$ cat src/rtl/systolic_pkg.sv
// Shared state encoding and sizing constants for the systolic array drain path.
package systolic_pkg;

  typedef enum logic [1:0] {
    ST_IDLE,
    ST_FILL,
    ST_CAPTURE,
    ST_FLUSH
  } drain_state_e;

  localparam int DEFAULT_WORD_SIZE = 16;
  localparam int DEFAULT_COLS      = 5;
  localparam int DEFAULT_ROW_W     = DEFAULT_COLS * DEFAULT_WORD_SIZE;

  function automatic int row_width(input int cols, input int word_size);
    return cols * word_size;
  endfunction

endpackage

$ cat src/rtl/systolic_drain_fifo.sv
// Aligned-row buffer: synchronous FIFO with push/pop in the same cycle even when full.
module systolic_drain_fifo #(
  parameter int WIDTH = 81,
  parameter int DEPTH = 4,
  localparam int AW   = $clog2(DEPTH)
) (
  input  logic             clk,
  input  logic             rst_n,
  input  logic             push_i,
  input  logic             pop_i,
  input  logic [WIDTH-1:0] wdata_i,
  output logic [WIDTH-1:0] rdata_o,
  output logic             full_o,
  output logic             empty_o,
  output logic [AW:0]      count_o
);

  logic [DEPTH-1:0][WIDTH-1:0] mem_q;
  logic [AW-1:0]               wr_ptr_q, rd_ptr_q;
  logic [AW:0]                 count_q;
  logic                        do_push, do_pop;

  assign empty_o = (count_q == '0);
  assign full_o  = (count_q == (AW+1)'(DEPTH));
  assign do_pop  = pop_i && !empty_o;
  // A full FIFO still accepts a write when the head leaves in the same cycle.
  assign do_push = push_i && (!full_o || do_pop);

  always_ff @(posedge clk or negedge rst_n) begin
    if (!rst_n) begin
      mem_q    <= '0;
      wr_ptr_q <= '0;
      rd_ptr_q <= '0;
      count_q  <= '0;
    end else begin
      if (do_push) begin
        mem_q[wr_ptr_q] <= wdata_i;
        wr_ptr_q        <= wr_ptr_q + AW'(1);
      end
      if (do_pop) rd_ptr_q <= rd_ptr_q + AW'(1);
      count_q <= count_q + (AW+1)'(do_push) - (AW+1)'(do_pop);
    end
  end

  assign rdata_o = mem_q[rd_ptr_q];
  assign count_o = count_q;

endmodule

$ cat src/rtl/systolic_drain.sv
// Deskews the array's bottom outputs into whole rows and streams them out via a FIFO.
// Optional SYSTOLIC_DRAIN_RELU_EN clamps negative words to zero at FIFO write.
module systolic_drain
  import systolic_pkg::*;
#(
  parameter int ROWS       = 5,
  parameter int COLS       = 5,
  parameter int WORD_SIZE  = DEFAULT_WORD_SIZE,
  parameter int FIFO_DEPTH = 4
) (
  input  logic                      clk,
  input  logic                      rst,
  input  logic                      drain_start,
  input  logic [COLS*WORD_SIZE-1:0] bottom_in_bus,
  output logic                      out_valid,
  input  logic                      out_ready,
  output logic [COLS*WORD_SIZE-1:0] out_row_bus,
  output logic                      out_last,
  output logic                      busy,
  output logic                      overflow
);

  localparam int ROW_W     = row_width(COLS, WORD_SIZE);
  localparam int CW        = $clog2((ROWS > COLS ? ROWS : COLS) + 1);
  localparam int FILL_LAST = (COLS > 2) ? COLS - 3 : 0;
  localparam int AW        = $clog2(FIFO_DEPTH);

  logic [COLS-1:0][WORD_SIZE-1:0] col_in, aligned, row_wr;
  drain_state_e                   state_q, state_d;
  logic [CW-1:0]                  cnt_q, cnt_d;
  logic                           push, row_last, pop, overflow_q;
  logic                           fifo_full, fifo_empty;
  logic [AW:0]                    fifo_cnt;
  logic [ROW_W:0]                 fifo_rdata;

  assign col_in = bottom_in_bus;

  // Column c arrives c cycles late, so it gets COLS-1-c stages to line up with the last column.
  for (genvar c = 0; c < COLS; c++) begin : g_col
    localparam int D = COLS - 1 - c;
    if (D == 0) begin : g_thru
      assign aligned[c] = col_in[c];
    end else begin : g_dly
      logic [D-1:0][WORD_SIZE-1:0] sr_q;
      always_ff @(posedge clk or negedge rst) begin
        if (!rst) begin
          sr_q <= '0;
        end else begin
          sr_q[0] <= col_in[c];
          for (int i = 1; i < D; i++) sr_q[i] <= sr_q[i-1];
        end
      end
      assign aligned[c] = sr_q[D-1];
    end
`ifdef SYSTOLIC_DRAIN_RELU_EN
    assign row_wr[c] = aligned[c][WORD_SIZE-1] ? '0 : aligned[c];
`else
    assign row_wr[c] = aligned[c];
`endif
  end

  assign pop = out_valid && out_ready;

  always_comb begin
    state_d  = state_q;
    cnt_d    = cnt_q;
    push     = 1'b0;
    row_last = 1'b0;
    unique case (state_q)
      ST_IDLE: if (drain_start) begin
        cnt_d   = '0;
        state_d = (COLS > 2) ? ST_FILL : ST_CAPTURE;
      end
      ST_FILL: begin
        cnt_d = cnt_q + CW'(1);
        if (cnt_q == CW'(FILL_LAST)) begin
          cnt_d   = '0;
          state_d = ST_CAPTURE;
        end
      end
      ST_CAPTURE: begin
        push     = 1'b1;
        row_last = (cnt_q == CW'(ROWS - 1));
        cnt_d    = cnt_q + CW'(1);
        if (row_last) state_d = ST_FLUSH;
      end
      // Leave as the final row departs so busy drops right after that transfer.
      ST_FLUSH: if (fifo_empty || (fifo_cnt == (AW+1)'(1) && pop)) state_d = ST_IDLE;
      default: state_d = ST_IDLE;
    endcase
  end

  always_ff @(posedge clk or negedge rst) begin
    if (!rst) begin
      state_q    <= ST_IDLE;
      cnt_q      <= '0;
      overflow_q <= 1'b0;
    end else begin
      state_q    <= state_d;
      cnt_q      <= cnt_d;
      overflow_q <= overflow_q | (push && fifo_full && !pop);
    end
  end

  systolic_drain_fifo #(
    .WIDTH(ROW_W + 1),
    .DEPTH(FIFO_DEPTH)
  ) u_fifo (
    .clk    (clk),
    .rst_n  (rst),
    .push_i (push),
    .pop_i  (pop),
    .wdata_i({row_last, row_wr}),
    .rdata_o(fifo_rdata),
    .full_o (fifo_full),
    .empty_o(fifo_empty),
    .count_o(fifo_cnt)
  );

  assign out_valid   = !fifo_empty;
  assign out_row_bus = fifo_rdata[ROW_W-1:0];
  assign out_last    = fifo_rdata[ROW_W];
  assign busy        = (state_q != ST_IDLE);
  assign overflow    = overflow_q;

endmodule

$ cat config.mk
export PLATFORM = sky130hd
export DESIGN_NAME = systolic_drain
export DESIGN_NICKNAME = d
export VERILOG_FILES = /design/src/rtl/systolic_pkg.sv /design/src/rtl/systolic_drain_fifo.sv /design/src/rtl/systolic_drain.sv
export SDC_FILE = /design/constraint.sdc
export NUM_CORES = 1
export LEC_CHECK = 0
export ABC_AREA = 1
export BUFFER_PORTS_ARGS = -buffer_cell sky130_fd_sc_hd__buf_2
export CAP_MARGIN = 15
export CORE_ASPECT_RATIO = 2
export CORE_UTILIZATION = 60
export CTS_BUF_LIST = sky130_fd_sc_hd__clkbuf_8
export CTS_CLUSTER_DIAMETER = 80
export DETAILED_ROUTE_END_ITERATION = 7
export PLACE_DENSITY_LB_ADDON = 0.25
export SETUP_SLACK_MARGIN = 0.02
export SYNTH_ARGS = -nofsm -noshare
export SYNTH_HDL_FRONTEND = slang
export SYNTH_SLANG_ARGS = --single-unit
$ cat constraint.sdc
create_clock -name clk -period 6.25 [get_ports clk]
set_clock_uncertainty 0.1 [all_clocks]
set_input_delay 1.5625 -clock clk [delete_from_list [all_inputs] [get_ports clk]]
set_output_delay 1.5625 -clock clk [all_outputs]
set_load 0.005 [all_outputs]
; ---- Word-level counts from Yosys, hierarchy flattened
; Cells that the tools add are included.
; W data, S select, Z words.
[totals]
reg_bits = 497
elab_cells = 73
inputBits = 84
[op_classes]
n_mux = 15
n_eq_ne = 11
reduce_logical = 18
bitwise_logic = 1
order_cmp = 3
n_addsub = 5
[op_table]
columns = operator, count
row1 = $bwmux W324, 1
row2 = $bmux W81 S2, 1
row3 = $demux W81 S2, 1
row4 = $mux W81, 2
row5 = $pmux W3 S3, 1
row6 = $mux W2, 4
row7 = $ne A2 B2 Y1 const B, 4
row8 = $pmux W2 S4, 1
row9 = $logic_and A1 B1 Y1, 7
row10 = $eq A3 B3 Y1 const B, 2
row11 = $lt A2 B3 Y1 const B, 2
row12 = $mux W3, 2
row13 = $add A2 B1 Y2 const B, 2
row14 = $eq A2 B2 Y1 const B, 2
row15 = $reduce_and A4 Y1, 1
row16 = $add A3 B1 Y3, 1
row17 = $add A3 B1 Y3 const B, 1
row18 = $eq A3 B1 Y1 const B, 1
row19 = $eq A3 B2 Y1 const B, 1
row20 = $logic_not A1 Y1, 3
row21 = $logic_not A3 Y1, 1
row22 = $reduce_bool A3 Y1, 1
row23 = $sub A3 B1 Y3, 1
row24 = $eq A2 B1 Y1 const B, 1
row25 = 7 further kinds, 9

; ---- Depth between registers and ports, before layout
; Gate-level depths: netlist (run 1).
[logic_depth]
word_depth = 8
mapped_depth = 10
mapped_depth_nobuf = 9

; ---- Hierarchy
; From an unflattened synthesis (run 1), not the netlist that was laid out.
[unflattened]
hier_cells = 2168
hier_area_um2 = 20359.5
[modules_own_cells]
columns = module, n_inst, cells_each, seq_area_each_um2, area_each_um2
row1 = systolic_drain_fifo, 1, 1943, 8282.9, 15871.5
row2 = systolic_drain, 1, 225, 4154.0, 4488.1

; ---- Worst setup path after synthesis (run 1)
; No wires, ideal clock.
[synth_timing]
kind = input to register
startpoint = input port out_ready
endpoint = register u_fifo.count_q[2] (netlist: u_fifo.count_o[2])
path_slack_ps = 3197
cell_stages = 10
arrival_ps = 2830
required_ps = 6027
path_cell_list = nor2_1 -> nand3_2 -> nand2_2 -> inv_4 -> buf_8 -> buf_2 -> ha_1 -> inv_1 -> fa_1 -> xnor2_1
[synth_between]
elab_chain_len = 6
[synth_lines]
columns = item, line_no
row1 = from (decl), systolic_drain.sv:16  ; input logic out_ready,
row2 = $logic_and A1 B1 Y1, systolic_drain.sv:62  ; assign pop = out_valid && out_ready;
row3 = $logic_and A1 B1 Y1, systolic_drain_fifo.sv:25  ; assign do_pop = pop_i && !empty_o;
row4 = $logic_or A1 B1 Y1, systolic_drain_fifo.sv:27  ; assign do_push = push_i && (!full_o || do_pop);
row5 = $logic_and A1 B1 Y1, systolic_drain_fifo.sv:27
row6 = via u_fifo.do_push, systolic_drain_fifo.sv:21  ; logic do_push, do_pop;
row7 = $add A3 B1 Y3, systolic_drain_fifo.sv:41  ; count_q <= count_q + (AW+1)'(do_push) - (AW+1)'(do_pop);
row8 = $sub A3 B1 Y3, systolic_drain_fifo.sv:41
row9 = to (signal assigned), systolic_drain_fifo.sv:41
row10 = to (decl), systolic_drain_fifo.sv:20  ; logic [AW:0] count_q;
; The timed path passes the listed nets, and every way through them passes these cells.
; A chain may end at the register's enable or synchronous reset.

; ---- Final worst setup path (run 1)
[layout_timing]
startpoint = register u_fifo.rd_ptr_q[0]
endpoint = output port out_row_bus[26]
[layout_between]
elab_chain_len = 2
[layout_lines]
columns = item, line_no
row1 = from (decl), systolic_drain_fifo.sv:19  ; logic [AW-1:0] wr_ptr_q, rd_ptr_q;
row2 = from (signal assigned), systolic_drain_fifo.sv:40  ; if (do_pop) rd_ptr_q <= rd_ptr_q + AW'(1);
row3 = $bmux W81 S2, systolic_drain_fifo.sv:45  ; assign rdata_o = mem_q[rd_ptr_q];
row4 = $mux W81 (not written as such), systolic_drain_fifo.sv:45
row5 = to (decl), systolic_drain.sv:17  ; output logic [COLS*WORD_SIZE-1:0] out_row_bus,
; Every way passes these cells. The select of a mux whose other input is x is not followed.

==> impl_summary.txt, run 1 <==
----------------------------------------------------
[Run status]
  Status ... complete, no violations

[Worst setup path]
  Source of the worst register-to-register timing path ... state_q[0]$_DFFE_PN0P_
  Worst path top cell family by delay ... buffers and inverters
  Total buffers and inverters traversed by the critical path ... 3
  Worst setup EP type ... output port
  Critical Path Start Type ... flip-flop
  Maximum fanout encountered on the critical timing path ... 112
  Reg-to-Reg End ... u_fifo.mem_q[184]$_DFFE_PN0P_
  Data required time of the worst path ... 4590 ps
  Cell-by-cell listing of the critical path ... inv_4, buf_4, o21ai_0, o22ai_1, buf_2
  Register-to-register setup slack ... 3270 ps
  Arrival time at the worst endpoint ... 3400 ps
  Slowest-stage cell, CP ... sky130_fd_sc_hd__inv_4
  Stage delay of the slowest cell on the critical path ... 900 ps
  Depth of the worst register-to-register path ... 7
  Start-to-end type of the worst setup path ... reg2out

[Logic synthesis]
  Post-synthesis adder-cell area fraction ... 0.9241%
  Share of Yosys cell area claimed by the top area cell type ... 62.91%
  Compound-cell area share of the yosys netlist ... 6.842%
  Syn nets ... 2217
  Synth Register Bits ... 497
  Synth Area in XOR/XNOR ... 0.1772%
  Number of unique standard cell types used by synthesis ... 25
  Largest area contributor in the netlist ... sky130_fd_sc_hd__dfrtp_1
  Main synth FF type ... sky130_fd_sc_hd__dfrtp_1
  Sequential area share after synthesis ... 62.91%
  Number of instances in the synthesized netlist ... 2119
  Total number of yosys warnings ... 0
  Proportion of synthesized area in mux cells ... 0%
  Post-synthesis cell area ... 0.01977 mm2
  Average cell area after synthesis ... 9.329 um2
  EDFF count, synth ... 0
  Most used standard cell by instance count after synthesis ... sky130_fd_sc_hd__nand2_1
  Post-Synth Simple-Gate Area ... 24.77%
  Synth async-reset ratio ... 100.0%
  Synth area leaders ... sky130_fd_sc_hd__dfrtp_1 (63%), sky130_fd_sc_hd__nand2_1 (13%), sky130_fd_sc_hd__nand3_1 (8.3%)
  Combinational family with the most area after synthesis ... simple AND/OR/NAND/NOR gates
  Top post-synthesis cells by count ... sky130_fd_sc_hd__nand2_1 (666), sky130_fd_sc_hd__dfrtp_1 (497), sky130_fd_sc_hd__nand3_1 (326)

[Place]
  Post-detail-place hpwl ... 28080 um
  Number of buffers added on ports ... 167
  Placer congestion estimate ... 0.8207
  Dpl cell area ... 0.02059 mm2

[Clock tree]
  Clock-pin slew on the worst setup and hold paths ... 60 ps
  Number of clock sinks seen by CTS ... 497
  Clock root buffer ... sky130_fd_sc_hd__clkbuf_8
  Clock tree from TritonCTS ... built
  TritonCTS buffer count ... 70
  Clock latency on the worst-skew pair ... 610 ps
  Number of hold buffers added after cts ... 0
  Number of buffers added for setup after CTS ... 0
  Max Root-Sink Buffers ... 3
  H-tree levels ... 3
  Post-CTS sizing ... 0

[Hold path]
  Worst hold path stage count ... 0
  Min-delay src ... g_col[0].g_dly.sr_q[46]$_DFF_PN0_
  Worst Hold Class ... reg2reg
  Hold worst-path end ... aligned[14]$_DFF_PN0_

[Routing]
  Final wirelength ... 51100 um
  DRT iter0 DRCs ... 1375
  Drt wl/cell ... 18.95 um
  Number of routed nets with antenna violations ... 0
  Length of the first detailed-routing pass in iterations ... 5
  Number of vias after detailed routing ... 15690
  Detailed-route DRC error count ... 0
  Vias per inst ... 5.820

[Finish]
  Combined area of the multi-input logic cells ... 0.006531 mm2
  Share of post-route cells with drive strength above 1 ... 13.54%
  Fill cell count ... 2681
  Non-Filler Cell Area, Final ... 0.02194 mm2
  Sequential cell area in the final layout ... 0.01244 mm2
  Layout net count ... 2317
  Post-route core utilization ... 67.83%
  Area growth from synthesis to layout ... 10.99%

[Global route]
  Number of antenna violations at the first check in global routing ... 2
  Wire length of the first global-routing pass ... 81110 um
  Met2 capacity usage during global routing ... 52.47%
  GRT overflow ... 0
  Met1 track utilization from global routing ... 38.28%
  Vias in the first global route ... 15470
  Met3 Usage GRT ... 5.822%
  Overall Global Routing Usage ... 31.46%
  Pin count of the biggest net entering global routing ... 121
  Busiest grt layer ... met2

[Die]
  Area of the die ... 0.03372 mm2
  Core ar. ... 0.03235 mm2
  Initial Util ... 61.11%
  Boundary Pins ... 168
  Height of the die ... 258.7 um
  Die span in x ... 130.4 um
  Cell row count ... 93

[Flow run]
  Count of maximum capacitance violations ... 0

[STA]
  Tightest slew margin relative to the limit ... 19.35%
  Final Setup Violations ... 0
  Min Tclk post-route ... 5063 ps
  Actual slew at the worst max-slew pin ... 1209 ps
  Unrepaired setup endpoints after global routing ... false
  Maximum clock frequency ... 197.5 MHz
  Final cycle utilization of the critical path ... 81.00%
  Number of slew-limit violations in the final report ... 0
  Setup total negative slack ... 0 ps
  Total count of hold-check failures in the final report ... 0

[Power and ir drop]
  Maximum ir drop on the vdd rail ... 0.3114 mV
  Total power divided by cell area ... 537.7 mW/mm2
  Leak Pwr ... 11.33 nW

----------------------------------------------------
routing by layer:
| metal | part of all wire [%] | routed length [um] |
|---|---|---|
| met2 | 51 | 26260 |
| met1 | 37 | 18880 |
| met4 | 4.2 | 2161 |
| met3 | 7.4 | 3801 |
| met5 | 0 | 0 |
layout make-up:
type,instances,share of cell area (%)
inverters,20,0.3878
multi-input cells,1446,29.77
flip-flops and latches,497,56.70
repair buffers,184,4.550
clock buffers,88,5.520
diodes,2,0.02281
well taps,427,2.435
clock inverters,32,0.6158
metrics by stage:
step           setup slack [ps]  power (mW)  hold WS (ps)  cells
2_1_floorplan              3197       7.676         231.2   2119
3_3_place_gp               2022       9.191         231.4   2574
3_5_place_dp               1880       9.363         234.7   2574
4_1_cts                    1210       11.82         244.9   2694
5_1_grt                    1056       12.60         251.1   2696
6_report                   1187       11.80         242.6   2696
cells in the final DEF, fill, tap and decap left out, types with 2 or more instances in the layout:
master and count:
sky130_fd_sc_hd__dfrtp_1 495, sky130_fd_sc_hd__nand3_1 326, sky130_fd_sc_hd__clkbuf_8 88, sky130_fd_sc_hd__buf_12 2
sky130_fd_sc_hd__nor2_1 169, sky130_fd_sc_hd__buf_2 166, sky130_fd_sc_hd__buf_4 15, sky130_fd_sc_hd__a21oi_1 3
sky130_fd_sc_hd__o22ai_1 81, sky130_fd_sc_hd__inv_1 39, sky130_fd_sc_hd__clkinv_2 9, sky130_fd_sc_hd__xor2_1 2
sky130_fd_sc_hd__ha_4 4, sky130_fd_sc_hd__o21ai_0 163, sky130_fd_sc_hd__ha_1 9, sky130_fd_sc_hd__nand2_2 11
sky130_fd_sc_hd__nand4_1 2, sky130_fd_sc_hd__o21bai_1 2, sky130_fd_sc_hd__nand2_4 3, sky130_fd_sc_hd__xnor2_1 2
sky130_fd_sc_hd__nand2_1 666, sky130_fd_sc_hd__diode_2 2
sequential cells by signal, indices dropped and copies added, names as in the netlist:
| signal | count |
|---|---|
| u_fifo.mem_q | 324 |
| g_col.g_dly.sr_q | 112 |
| aligned | 48 |
| cnt_q | 3 |
| u_fifo.count_o | 3 |
| state_q | 2 |
| u_fifo.rd_ptr_q | 2 |
| u_fifo.wr_ptr_q | 2 |
| overflow | 1 |
power by group:
group | leakage, nW | switching [mW] | internal [mW]
combinational | 4.42 | 3.04 | 1.46
sequential | 6.13 | 0.637 | 4.22
clock | 0.785 | 1.17 | 1.26
how the worst max path moves through the flow:
stage	from	end	cells past startpoint
final	u_fifo.rd_ptr_q[0]$_DFFE_PN0P_	out_row_bus[26]	5
after global routing	u_fifo.rd_ptr_q[0]$_DFFE_PN0P_	out_row_bus[30]	5
after CTS	u_fifo.rd_ptr_q[0]$_DFFE_PN0P_	out_row_bus[26]	5
after detailed placement	u_fifo.rd_ptr_q[0]$_DFFE_PN0P_	out_row_bus[26]	5
after global placement	u_fifo.rd_ptr_q[0]$_DFFE_PN0P_	out_row_bus[26]	5
after floorplan	out_ready	u_fifo.count_o[2]$_DFF_PN0_	10
logic make-up (layout without fill, tap and decap cells):
family,after synthesis,in the layout
AOI/OAI and AO/OA,249,249
DFF,497,497
adders and majority gates,14,14
buffers and inverters,176,324
xor gates and xnor gates,4,4
and+or+nand+nor,1179,1179
other,0,2
Power figures use the tool's default switching activity.
==> run 2: changes to the inputs <==
- clock period: 6.25 -> 5.12 ns (I/O delays scaled with it)
==> run 2 against run 1 <==
Effect of this change:
- worst setup slack got worse by 160 ps
- flip-flop and latch count did not move
- routed wire length rose by 0.22%
- critical path depth fell by 1
- total power rose by 22%
- clock power rose by 21%
- cell count rose by 0.22%
- final area rose by 0.50%
- critical endpoint is now out_row_bus[29]
- highest routed layer is now met5
==> impl_summary.txt, run 2 (same netlist as run 1, synthesis figures left out) <==
----------------------------------------------------
[Run status]
  Status ... complete, no violations

[Clock tree]
  Number of clock sinks seen by CTS ... 497
  Post-CTS sizing ... 0
  Number of buffers added for setup after CTS ... 0
  TritonCTS buffer count ... 68
  Clock latency on the worst-skew pair ... 640 ps
  Max Root-Sink Buffers ... 3
  Clock-pin slew on the worst setup and hold paths ... 70 ps
  H-tree levels ... 3
  Number of hold buffers added after cts ... 0
  Clock root buffer ... sky130_fd_sc_hd__clkbuf_8
  Clock tree from TritonCTS ... built

[Die]
  Height of the die ... 258.7 um
  Cell row count ... 93
  Boundary Pins ... 168
  Initial Util ... 61.11%
  Core ar. ... 0.03235 mm2
  Die span in x ... 130.4 um
  Area of the die ... 0.03372 mm2

[Power and ir drop]
  Leak Pwr ... 11.35 nW
  Total power divided by cell area ... 655.0 mW/mm2
  Combinational power share ... 38.8%
  Part of the total power dissipated in the clock network ... 20.5%
  Total internal power ... 8.504 mW
  Maximum ir drop on the vdd rail ... 0.4220 mV
  P_sw ... 5.940 mW
  Reg power frac ... 40.7%
  Net switching fraction of the power ... 41.12%

[Worst setup path]
  Critical Path Start Type ... flip-flop
  Stage delay of the slowest cell on the critical path ... 660 ps
  Data required time of the worst path ... 3740 ps
  Source of the worst register-to-register timing path ... u_fifo.wr_ptr_q[0]$_DFFE_PN0P_
  Worst setup EP type ... output port
  Depth of the worst register-to-register path ... 6
  Start-to-end type of the worst setup path ... reg2out
  Register-to-register setup slack ... 2510 ps
  Reg-to-Reg End ... u_fifo.mem_q[166]$_DFFE_PN0P_
  Arrival time at the worst endpoint ... 2720 ps
  Maximum fanout encountered on the critical timing path ... 73
  Cell-by-cell listing of the critical path ... buf_4, o21ai_0, o22ai_1, buf_2
  Slowest-stage cell, CP ... sky130_fd_sc_hd__buf_4

[Finish]
  Area growth from synthesis to layout ... 11.55%
  Max FFs per register ... 324
  Top register by number of flip-flops ... u_fifo.mem_q
  Top library cells by usage in the layout, fill and taps aside ... sky130_fd_sc_hd__nand2_1 (666), sky130_fd_sc_hd__dfrtp_1 (495), sky130_fd_sc_hd__nand3_1 (326)
  Share of post-route cells with drive strength above 1 ... 13.95%
  Post-route core utilization ... 68.17%
  Layout net count ... 2322
  Commonest non-fill, non-tap cell in the layout ... sky130_fd_sc_hd__nand2_1

[Global route]
  Vias in the first global route ... 15900
  Overall Global Routing Usage ... 32.05%
  GRT overflow ... 0
  Number of antenna violations at the first check in global routing ... 4
  Pin count of the biggest net entering global routing ... 215
  Wire length of the first global-routing pass ... 82250 um

[STA]
  Setup total negative slack ... 0 ps
  Tightest slew margin relative to the limit ... 22.21%
  Maximum clock frequency ... 244.2 MHz
  Number of slew-limit violations in the final report ... 0
  Final cycle utilization of the critical path ... 79.99%
  Min Tclk post-route ... 4095 ps
  Unrepaired setup endpoints after global routing ... false
  Actual slew at the worst max-slew pin ... 1167 ps
  Worst hold slack across all endpoints ... 243.3 ps
  Final Setup Violations ... 0
  Total count of hold-check failures in the final report ... 0

[Routing]
  Final wirelength ... 51210 um
  Number of vias after detailed routing ... 15600
  Number of routed nets with antenna violations ... 0
  Drt wl/cell ... 18.95 um
  Vias per inst ... 5.774
  DRT iter0 DRCs ... 1587
  Length of the first detailed-routing pass in iterations ... 7
  Detailed-route DRC error count ... 0

[Flow run]
  Count of maximum capacitance violations ... 0

[Hold path]
  Worst hold path stage count ... 0
  Worst Hold Class ... reg2reg
  Min-delay src ... g_col[0].g_dly.sr_q[30]$_DFF_PN0_
  Hold worst-path end ... g_col[0].g_dly.sr_q[46]$_DFF_PN0_

[Place]
  Number of buffers added on ports ... 167
  Placer congestion estimate ... 0.8195
  Post-detail-place hpwl ... 28450 um

----------------------------------------------------
## run 2: changes by cell type in the layout (fill, tap and decap cells not counted)
| cell | before | now |
|---|---|---|
| sky130_fd_sc_hd__buf_12 | 2 | 7 |
| sky130_fd_sc_hd__clkinvlp_4 | 1 | 6 |
| sky130_fd_sc_hd__inv_1 | 39 | 35 |
| sky130_fd_sc_hd__buf_4 | 15 | 17 |
| sky130_fd_sc_hd__clkbuf_8 | 88 | 86 |
## run 2: metrics by stage
| stage | instances | worst slack (ps) | total power, mW | cell area, um2 |
|---|---|---|---|---|
| 2_1_floorplan | 2119 | 2350 | 9.370 | 19770 |
| 3_3_place_gp | 2581 | 1712 | 11.29 | 20710 |
| 5_1_grt | 2701 | 830.5 | 15.44 | 22050 |
| 3_5_place_dp | 2581 | 1686 | 11.50 | 20710 |
| 6_report | 2702 | 1025 | 14.44 | 22050 |
| 4_1_cts | 2700 | 1009 | 14.49 | 22050 |
## run 2: worst max-delay path by stage
stage                                              start  slack, ps                           to  cells past startpoint
final                     u_fifo.rd_ptr_q[0]$_DFFE_PN0P_       1020              out_row_bus[29]                      4
after global routing      u_fifo.rd_ptr_q[0]$_DFFE_PN0P_        830              out_row_bus[29]                      4
after CTS                 u_fifo.rd_ptr_q[0]$_DFFE_PN0P_       1010              out_row_bus[29]                      4
after detailed placement  u_fifo.rd_ptr_q[0]$_DFFE_PN0P_       1690              out_row_bus[29]                      4
after global placement    u_fifo.rd_ptr_q[0]$_DFFE_PN0P_       1710              out_row_bus[29]                      4
after floorplan                                out_ready       2350  u_fifo.count_o[2]$_DFF_PN0_                     10
## run 2: layout make-up
| class | count | area [um2] |
|---|---|---|
| Sequential cell | 497 | 12440 |
| Fill cell | 2680 | 10300 |
| Multi-Input combinational cell | 1446 | 6531 |
| Clock buffer | 86 | 1184 |
| Timing Repair Buffer | 191 | 1114 |
| Tap cell | 427 | 534.3 |
| Clock inverter | 33 | 157.7 |
| Inverter | 20 | 85.08 |
| Antenna cell | 2 | 5.005 |
## run 2: power by group through the flow
stage	combinational [mW]	sequential, mW	clock [mW]
CTS	5.61	5.85	3.02
global placement	5.43	5.85	0
finish	5.61	5.87	2.96
detailed placement	5.59	5.91	0
global route	6.25	6.00	3.19
floorplan	3.69	5.68	0
## run 2: layer usage
layer / vias to the layer above / share of wire [%] / GRT usage, %
met3: 136 / 7.3 / 6.069
met4: 4 / 4.6 / 16.60
met5: - / 0.045 / 0
li1: 7142 / - / -
met1: 7626 / 37 / 38.68
met2: 692 / 51 / 54.20
## run 2: critical path, delay by kind of cell, from the launching register on
family	cells	cell delay [ps]
buffers and inverters	2	840
flip-flops	1	600
AO/OA/AOI/OAI	2	560
==> run 3: changes to the inputs <==
- CORE_UTILIZATION: 60 -> 56
- clock period: 5.12 -> 3.4 ns (I/O delays scaled with it)
==> run 3 against run 2 <==
Effect of this change:
- critical path type unchanged
- global-route usage shrank 1.7 points
- critical endpoint is now out_row_bus[31]
- clock power grew 61%
- largest cell class unchanged
- critical path depth is 1 higher
==> impl_summary.txt, run 3 (same netlist as run 1, synthesis figures left out) <==
----------------------------------------------------
[Worst setup path]
  Cell-by-cell listing of the critical path ... inv_2, buf_12, o21ai_0, o22ai_1, buf_2
  Worst path top cell family by delay ... flip-flops
  Slowest-stage cell, CP ... sky130_fd_sc_hd__dfrtp_4
  Stage delay of the slowest cell on the critical path ... 630 ps
  Number of logic stages on the critical path including buffering ... 5
  Register-to-register setup slack ... 1010 ps
  Worst setup EP type ... output port
  Start-to-end type of the worst setup path ... reg2out
  Critical path origin ... u_fifo.rd_ptr_q[1]$_DFFE_PN0P_
  Depth of the worst register-to-register path ... 5
  Reg-to-Reg End ... u_fifo.mem_q[19]$_DFFE_PN0P_
  Data required time of the worst path ... 2450 ps
  Critical Path Start Type ... flip-flop
  Source of the worst register-to-register timing path ... u_fifo.wr_ptr_q[0]$_DFFE_PN0P_
  Arrival time at the worst endpoint ... 2380 ps
  Maximum fanout encountered on the critical timing path ... 42
  Worst Setup EP ... out_row_bus[31]
  Total buffers and inverters traversed by the critical path ... 3

[Hold path]
  Worst Hold Class ... in2async

[Die]
  Initial Util ... 56.75%
  Cell row count ... 97
  Area of the die ... 0.03610 mm2
  Die span in x ... 134.9 um
  Boundary Pins ... 168
  Height of the die ... 267.7 um
  Core ar. ... 0.03483 mm2

[STA]
  Setup slack of the critical path after layout ... 71.10 ps
  Maximum clock frequency ... 300.4 MHz
  Number of slew-limit violations in the final report ... 0
  Final cycle utilization of the critical path ... 97.91%
  Unrepaired setup endpoints after global routing ... true
  Total count of hold-check failures in the final report ... 0
  Worst hold slack across all endpoints ... 87.49 ps
  Min Tclk post-route ... 3329 ps
  Setup total negative slack ... 0 ps
  Tightest slew margin relative to the limit ... 22.80%
  Final Setup Violations ... 0
  Actual slew at the worst max-slew pin ... 1158 ps

[Finish]
  Fill cell count ... 2846
  Combined area of the multi-input logic cells ... 0.006531 mm2
  Share of post-route cells with drive strength above 1 ... 14.59%
  Top library cells by usage in the layout, fill and taps aside ... sky130_fd_sc_hd__nand2_1 (666), sky130_fd_sc_hd__dfrtp_1 (495), sky130_fd_sc_hd__nand3_1 (326)
  Sequential cell area in the final layout ... 0.01244 mm2
  Commonest non-fill, non-tap cell in the layout ... sky130_fd_sc_hd__nand2_1
  Max FFs per register ... 324
  Final Instance Count excl. Fillers ... 2739
  Layout net count ... 2339
  Top register by number of flip-flops ... u_fifo.mem_q
  Area growth from synthesis to layout ... 13.22%

[Clock tree]
  Number of clock sinks seen by CTS ... 497
  Clock tree from TritonCTS ... built
  Number of hold buffers added after cts ... 0
  Clock-pin slew on the worst setup and hold paths ... 70 ps
  Clock root buffer ... sky130_fd_sc_hd__clkbuf_8
  TritonCTS buffer count ... 71
  H-tree levels ... 3
  Max Root-Sink Buffers ... 3
  Clock latency on the worst-skew pair ... 640 ps

[Routing]
  Number of vias after detailed routing ... 15790
  Number of routed nets with antenna violations ... 0
  Length of the first detailed-routing pass in iterations ... 5
  Detailed-route DRC error count ... 0
  Final wirelength ... 53020 um
  Vias per inst ... 5.766
  DRT iter0 DRCs ... 1417
  Drt wl/cell ... 19.36 um

[Place]
  Cell total after placement ... 2612
  Placer congestion estimate ... 0.8142
  Post-detail-place hpwl ... 30570 um
  Worst slack at placement ... 666.3 ps
  Number of buffers added on ports ... 167

[Global route]
  Number of antenna violations at the first check in global routing ... 5
  GRT overflow ... 0
  Pin count of the biggest net entering global routing ... 173
  Wire length of the first global-routing pass ... 84600 um
  Overall Global Routing Usage ... 30.31%
  Vias in the first global route ... 16000

[Power and ir drop]
  Maximum ir drop on the vdd rail ... 0.6669 mV
  Total power divided by cell area ... 997.2 mW/mm2
  Leak Pwr ... 11.50 nW

[Run status]
  Status ... complete, no violations

[Flow run]
  Count of maximum capacitance violations ... 0

----------------------------------------------------
run 3: changes by cell type in the layout (fill, tap and decap cells not counted), sizes merged:
| cell | previous run | this run |
|---|---|---|
| buf | 191 | 205 |
| bufinv | 0 | 2 |
| clkbuf | 86 | 90 |
| clkinv | 9 | 7 |
| clkinvlp | 6 | 5 |
| diode | 2 | 4 |
run 3: per-stage QoR:
stage          total power, mW  utilization, %  instance area (um2)
3_3_place_gp             17.21           60.01                20900
3_5_place_dp             17.49           60.01                20900
2_1_floorplan            14.11               -                19770
6_report                 22.32           64.26                22380
4_1_cts                  22.30           64.15                22350
5_1_grt                  23.72           64.25                22380
run 3: what timing repair did:
| action | in CTS | in global routing |
|---|---|---|
| setup endpoints to repair | 4 | 27 |
| buffers inserted | 0 | 1 |
| resized for setup | 2 | 3 |
| endpoints found under the hold margin | 0 | 0 |
run 3: worst min-delay path by stage:
stage,start,end,slack [ps]
3_3_place_gp,g_col[1].g_dly.sr_q[20]$_DFF_PN0_,aligned[20]$_DFF_PN0_,230
4_1_cts,rst,g_col[0].g_dly.sr_q[34]$_DFF_PN0_,90
2_1_floorplan,g_col[0].g_dly.sr_q[32]$_DFF_PN0_,aligned[0]$_DFF_PN0_,230
3_5_place_dp,g_col[1].g_dly.sr_q[22]$_DFF_PN0_,aligned[22]$_DFF_PN0_,230
5_1_grt,rst,g_col[0].g_dly.sr_q[34]$_DFF_PN0_,110
6_report,rst,g_col[0].g_dly.sr_q[18]$_DFF_PN0_,90
run 3: where the power goes:
part | leakage [nW] | total, mW | switching [mW] | internal, mW
Combinational | 4.57 | 8.59 | 5.69 | 2.89
Clock | 0.799 | 4.78 | 2.25 | 2.53
Sequential | 6.13 | 8.95 | 1.18 | 7.77
Total | 11.5 | 22.3 | 9.12 | 13.2
run 3: layout make-up:
| type | count | share of cell area, % |
|---|---|---|
| well taps | 445 | 2.488 |
| inverters | 20 | 0.3913 |
| multi-input cells | 1446 | 29.18 |
| clock inverters | 32 | 0.8945 |
| diodes | 4 | 0.04472 |
| flip-flops and latches | 497 | 55.60 |
| clock buffers | 90 | 5.534 |
| repair buffers | 205 | 5.864 |
run 3: per-layer routing:
layer	GRT usage [%]	wire, um	vias up
met5	0	28	-
met4	16.40	2450	4
met3	4.335	3309	147
met2	51.92	27370	690
met1	36.78	19860	7775
li1	-	-	7178
